### src/rtl/clk_stabilizer_gf.sv
// clk_stabilizer_gf: glitch-free break-before-make 2:1 clock switch.
// All control runs on stable_clk; prog_clk is only ever gated, never clocks a flop.
module clk_stabilizer_gf #(
   parameter int SYNC_STAGES = 2,
   parameter int DEAD_CYCLES = 2
) (
   input  logic stable_clk,
   input  logic resetn,
   input  logic clk_select,
   input  logic prog_clk,
   output logic out_clk
);

   localparam int CW = (DEAD_CYCLES > 1) ? $clog2(DEAD_CYCLES) : 1;
   localparam logic [CW-1:0] CNT_LAST = CW'(DEAD_CYCLES - 1);

   typedef enum logic [1:0] {
      ST_STABLE,
      ST_PROG,
      ST_DRAIN
   } state_e;

   state_e                 state_q, state_d;
   logic [SYNC_STAGES-1:0] sync_q, sync_d;
   logic [CW-1:0]          cnt_q, cnt_d;
   logic                   en_s_q, en_s_d;
   logic                   en_p_q, en_p_d;
   logic                   tgt_q, tgt_d;
   logic                   sel_s;
   logic                   en_s_lat;
   logic                   en_p_lat;

   assign sel_s = sync_q[SYNC_STAGES-1];

   always_comb begin
      sync_d = {sync_q[SYNC_STAGES-2:0], clk_select};
   end

   always_comb begin
      state_d = state_q;
      cnt_d   = cnt_q;
      en_s_d  = en_s_q;
      en_p_d  = en_p_q;
      tgt_d   = tgt_q;
      unique case (state_q)
         ST_STABLE: begin
            en_s_d = 1'b1;
            en_p_d = 1'b0;
            if (sel_s != tgt_q) begin
               state_d = ST_DRAIN;
               en_s_d  = 1'b0;
               cnt_d   = '0;
            end
         end
         ST_PROG: begin
            en_s_d = 1'b0;
            en_p_d = 1'b1;
            if (sel_s != tgt_q) begin
               state_d = ST_DRAIN;
               en_p_d  = 1'b0;
               cnt_d   = '0;
            end
         end
         ST_DRAIN: begin
            en_s_d = 1'b0;
            en_p_d = 1'b0;
            // Source is chosen only now, so a request that reverted mid-drain
            // lands back on the original clock without touching the other one.
            if (cnt_q == CNT_LAST) begin
               tgt_d   = sel_s;
               cnt_d   = '0;
               state_d = sel_s ? ST_PROG : ST_STABLE;
               en_s_d  = ~sel_s;
               en_p_d  = sel_s;
            end else begin
               cnt_d = cnt_q + 1'b1;
            end
         end
         default: begin
            state_d = ST_DRAIN;
            en_s_d  = 1'b0;
            en_p_d  = 1'b0;
            cnt_d   = '0;
         end
      endcase
   end

   always_ff @(posedge stable_clk) begin
      if (!resetn) begin
         state_q <= ST_DRAIN;
         sync_q  <= '0;
         cnt_q   <= '0;
         en_s_q  <= 1'b0;
         en_p_q  <= 1'b0;
         tgt_q   <= 1'b0;
      end else begin
         state_q <= state_d;
         sync_q  <= sync_d;
         cnt_q   <= cnt_d;
         en_s_q  <= en_s_d;
         en_p_q  <= en_p_d;
         tgt_q   <= tgt_d;
      end
   end

   // ICG-style gates: each enable may only move while its own clock is low.
   always_latch begin
      if (!stable_clk) en_s_lat <= en_s_q;
   end

   always_latch begin
      if (!prog_clk) en_p_lat <= en_p_q;
   end

   assign out_clk = (stable_clk & en_s_lat) | (prog_clk & en_p_lat);

   a_one_hot_en: assert property (
      @(posedge stable_clk) !(en_s_q && en_p_q)
   );

endmodule

### config.mk
export PLATFORM = sky130hd
export DESIGN_NAME = clk_stabilizer_gf
export DESIGN_NICKNAME = d
export VERILOG_FILES = /design/src/rtl/clk_stabilizer_gf.sv
export SDC_FILE = /design/constraint.sdc
export NUM_CORES = 1
export LEC_CHECK = 0
export ABC_AREA = 0
export CELL_PAD_IN_SITES_DETAIL_PLACEMENT = 0
export CELL_PAD_IN_SITES_GLOBAL_PLACEMENT = 1
export CORE_MARGIN = 1.5
export CORE_UTILIZATION = 33
export CTS_CLUSTER_DIAMETER = 40
export DETAILED_ROUTE_END_ITERATION = 10
export PLACE_DENSITY_LB_ADDON = 0.1
export SLEW_MARGIN = 5
export SYNTH_ARGS = -nofsm -noshare
export SYNTH_HDL_FRONTEND = slang
export SYNTH_SLANG_ARGS = --single-unit
### constraint.sdc
create_clock -name stable_clk -period 1.1 [get_ports stable_clk]
set_input_delay 0.22 -clock stable_clk [delete_from_list [all_inputs] [get_ports stable_clk]]
set_output_delay 0.22 -clock stable_clk [all_outputs]
set_load 0.02 [all_outputs]
# ---- Yosys cells after proc, flatten, opt, wreduce, memory -nomap -nowiden
# Index checks and enable logic that the tools add are counted.
dict set report op_classes {
  add_sub_neg 1
  n_eq_ne 5
  mux 14
  bitwise 4
  reduce_logical 4
}
# op count
set op_table {}
lappend op_table {{two-way mux 1 bit} 8}
lappend op_table {{case mux 1 bit (2 select lines)} 3}
lappend op_table {{two-way mux 2 bit} 2}
lappend op_table {{case mux 2 bit (2 select lines)} 1}
lappend op_table {{AND reduction 2 bit} 2}
lappend op_table {{bitwise AND 1 bit} 2}
lappend op_table {{== test 2 x 1 -> 1 bit, second input constant} 1}
lappend op_table {{== test 2 bit, second input constant} 1}
lappend op_table {{logical NOT 2 bit} 1}
lappend op_table {{!= test 2 x 1 -> 1 bit, second input constant} 1}
lappend op_table {{!= test 2 bit, second input constant} 1}
lappend op_table {{OR reduction 2 bit} 1}
lappend op_table {{adder 1 bit, second input constant} 1}
lappend op_table {{!= test 1 bit} 1}
lappend op_table {{inverter 1 bit} 1}
lappend op_table {{bitwise OR 1 bit} 1}
dict set report totals {
  regBits 8
  latchBits 2
}

# ---- Logic depth before layout (Yosys ltp)
dict set report depth {
  word_depth 4
  mapped_depth 5
}

==> summary.txt <==
Outcome
  • Status: finished with violations
  • Violated checks: setup timing

STA
  • Total setup violations reported at the end of the flow: 5
  • Post-layout worst setup margin: -0.699 ns
  • Number of register pins that no clock reaches: 1
  • Layout Skew: 0.00514 ns
  • Measured slew at the worst slew-check pin: roughly 0.32 ns
  • Hold Fails Final Rpt: 0
  • Worst slew margin relative to its limit: 78.7%
  • Unrepaired setup endpoints after global routing: yes
  • Endpoints left unconstrained: 1
  • Max-slew violation count: 0
  • Post-route worst hold slack: roughly 0.40 ns

Clocking
  • Insertion delay to the later sink of the worst-skew pair: about 0.38 ns
  • Clock edge transition at the registers on the reported setup and hold paths: 0.06 ns
  • Hold buffer count at CTS: 0
  • TritonCTS clock tree: yes

Critical path
  • Worst reg2reg path endpoint: en_p_q
  • Worst-case register-to-register setup slack: -0.06 ns
  • Critical path peak fanout: 1
  • Buffers and inverters on the worst path: 1
  • R2r startpoint: state_q[0]
  • Slowest CP cell: sky130_fd_sc_hd__dlxtn_2
  • CP arrival: around 1.6 ns
  • Number of cells on the worst reg-to-reg path: 5
  • Worst path required time: 0.88 ns
  • Setup crit end: out_clk
  • Crit end category: output pin
  • Crit path kind: latch to output pin
  • Slowest stage delay, CP: ~0.40 ns
  • Cell chain of the critical path: a22o_4 > buf_6
  • Source of the critical timing path: en_s_lat
  • Delay-heaviest family, CP: latches
  • Setup crit start kind: latch
  • Number of stages on the worst setup path: 2

Synth
  • Flops & latches, synth: 10
  • Post-Syn Area per Cell: between 9 and 10 um2
  • Synthesized netlist cell count: 54
  • Netlist cell types: 28
  • Post-synth net total: slightly above 60
  • Post-synthesis instance area: ~510 um2
  • Warnings from Yosys: 0

Floorplan
  • Starting Density: ~37%
  • Die outline height: between 40 and 50 um
  • Area of the die: between 1500 and 2000 um2
  • Row count: 13
  • Width of the chip: around 42 um
  • Number of top-level design ports: 5
  • Placeable Area: 1370 um2

Global routing
  • Total global-route track usage: ~17%
  • Grt ovf: 0
  • Number of global-route vias before repair: between 400 and 500
  • Antenna violations before repair: 0
  • Global-route wire length before repair: between 1500 and 2000 um
  • Pin count of the biggest net entering global routing: 10

Placement
  • Placer's final routability congestion estimate: ~0.78
  • Cell area after placement: ~600 um2
  • Placement-stage worst setup slack: -0.749 ns
  • Number of I/O port buffers: 4
  • Placed wire-length estimate after detailed placement: between 700 and 800 um

Detailed routing
  • Drt total wl: about 1200 um
  • WL per Instance: 14.3 um
  • Antenna-violating nets left: 0
  • Vias per std cell: around 5.2
  • Iteration-0 DRC Markers: 9
  • Residual DRC: 0
  • Total via count in the routed design: between 400 and 500
  • Number of detailed-route iterations in the first pass: 2

Cells and area
  • Final non-filler cell area: ~780 um2
  • Area Growth Syn to Fin: 53.7%
  • Antenna diode instance count: 0
  • Share of cells above drive strength 1: approximately 51%
  • Number of nets in the finished design: 79
  • Number of fill cells in the layout: between 100 and 150

Job
  • Max capacitance violation total: 0

Power
  • Static Leakage: about 0.00032 uW
  • Peak supply drop: a little over 1 mV
  • Power per cell area: 2340 nW/um2

Worst hold path
  • Path class of the lowest-slack min-delay path: register to latch
## per-layer routing
layer | vias up | part of all wire, % | GRT usage (%)
met3 | 6 | 4.6 | 11.6
li1 | 216 | - | -
met5 | - | 0 | 0
met2 | 9 | 50 | 20.0
met1 | 214 | 42 | 16.9
met4 | 0 | 3.0 | 20.6
## through the flow
stage	setup TNS, ns	utilization, %	cells	power, uW
after CTS	-0.870	56.2	85	1800
after floorplan	-0.214	-	54	873
final	-0.858	57.1	85	1830
after detailed placement	-2.12	43.6	75	1060
after global routing	-1.05	57.1	85	1950
after global placement	-1.86	43.6	75	1040
## how the worst min path moves through the flow
stage | slack (ns) | cells after the start | end | startpoint
6_report | 0.40 | 0 | en_s_lat | en_s_q
5_1_grt | 0.40 | 0 | en_s_lat | en_s_q
4_1_cts | 0.40 | 0 | en_s_lat | en_s_q
3_5_place_dp | 0.38 | 0 | en_s_lat | en_s_q
3_3_place_gp | 0.37 | 0 | en_s_lat | en_s_q
2_1_floorplan | 0.35 | 1 | sync_q[0] | clk_select
## layout make-up
class / count / area (um2) / area share, %
sequential: 10 / 199 / 25.5
inverter: 2 / 12.5 / 1.60
clock buffer: 8 / 60.1 / 7.69
tap: 15 / 18.8 / 2.40
multi-input combinational: 39 / 380 / 48.7
timing repair buffer: 11 / 110 / 14.1
## state kept, by name, summed over array words and instances, names as in the netlist
name,count
cnt_q,1
tgt_q,1
en_p_q,1
en_s_lat,1
state_q,2
en_p_lat,1
sync_q,2
en_s_q,1
## worst reg2reg max path, delay by kind of cell, from the launching register on
family,cells,cell delay (ns)
compound gates,2,0.33
fa+ha+maj,1,0.18
buf+inv,1,0.15
flops,1,0.34
simple gates,1,0.06
## timing repair
| action | 4_1_cts | 5_1_grt |
|---|---|---|
| setup endpoints to repair | 6 | 6 |
| pin swaps | 7 | 2 |
| buffers inserted | 3 | 0 |
| resized for setup | 29 | 2 |
| hold endpoints to repair | 0 | 0 |
## layout by cell type, fill, tap and decap left out, drive strengths merged
master         netlist  final
clkbuf               0      7
nand4                1      1
a22oi                1      1
nand2                6      6
buf                  3      9
nand3b               1      1
o21ai                3      3
nor2b                2      2
nand3                1      1
inv                  2      2
nand2b               2      2
dfxtp                8      8
dlxtn                2      2
a41o                 1      1
ha                   4      4
xor2                 1      1
nor3                 2      2
nor2                 3      3
a21boi               1      1
and2                 4      4
mux2i                1      1
a22o                 2      2
o211ai               1      1
o31ai                1      1
clkdlybuf4s50        0      3
o311ai               1      1
## synthesized netlist by cell type
library cell | number | share of area (%)
sky130_fd_sc_hd__o21ai_0 | 2 | 2.0
sky130_fd_sc_hd__dlxtn_1 | 2 | 5.9
sky130_fd_sc_hd__a22oi_1 | 1 | 1.5
sky130_fd_sc_hd__and2_2 | 1 | 1.5
sky130_fd_sc_hd__ha_1 | 4 | 9.9
sky130_fd_sc_hd__buf_6 | 1 | 2.2
sky130_fd_sc_hd__nand3_1 | 1 | 0.98
sky130_fd_sc_hd__dfxtp_1 | 8 | 32
sky130_fd_sc_hd__buf_4 | 1 | 1.5
sky130_fd_sc_hd__nand2b_1 | 2 | 2.5
sky130_fd_sc_hd__and2_1 | 3 | 3.7
sky130_fd_sc_hd__o31ai_1 | 1 | 1.5
sky130_fd_sc_hd__nand4_1 | 1 | 1.2
sky130_fd_sc_hd__nor3_1 | 2 | 2.0
sky130_fd_sc_hd__o21ai_2 | 1 | 1.7
sky130_fd_sc_hd__a22o_1 | 2 | 3.4
sky130_fd_sc_hd__nor2_1 | 3 | 2.2
sky130_fd_sc_hd__nand2_1 | 6 | 4.4
sky130_fd_sc_hd__o211ai_1 | 1 | 1.5
sky130_fd_sc_hd__a21boi_0 | 1 | 1.5
sky130_fd_sc_hd__o311ai_1 | 1 | 1.7
sky130_fd_sc_hd__a41o_1 | 1 | 2.0
sky130_fd_sc_hd__nand3b_1 | 1 | 1.5
sky130_fd_sc_hd__mux2i_1 | 1 | 2.0
sky130_fd_sc_hd__inv_1 | 2 | 1.5
sky130_fd_sc_hd__xor2_4 | 1 | 5.4
sky130_fd_sc_hd__nor2b_1 | 2 | 2.5
sky130_fd_sc_hd__buf_2 | 1 | 0.98
## power breakdown
part | internal (uW) | switching (uW) | total (uW)
Clock | 310 | 201 | 511
Combinational | 444 | 342 | 786
Sequential | 414 | 115 | 529
## kinds of logic after synthesis
family	count (synthesis)	share of synthesized area (%)
flops	8	31.5
buf+inv	5	6.16
xor+xnor	1	5.42
compound gates	11	16.8
latches	2	5.91
fa+ha+maj	4	9.85
simple gates	22	22.4
mux	1	1.97
(Power assumes the default switching activity.)
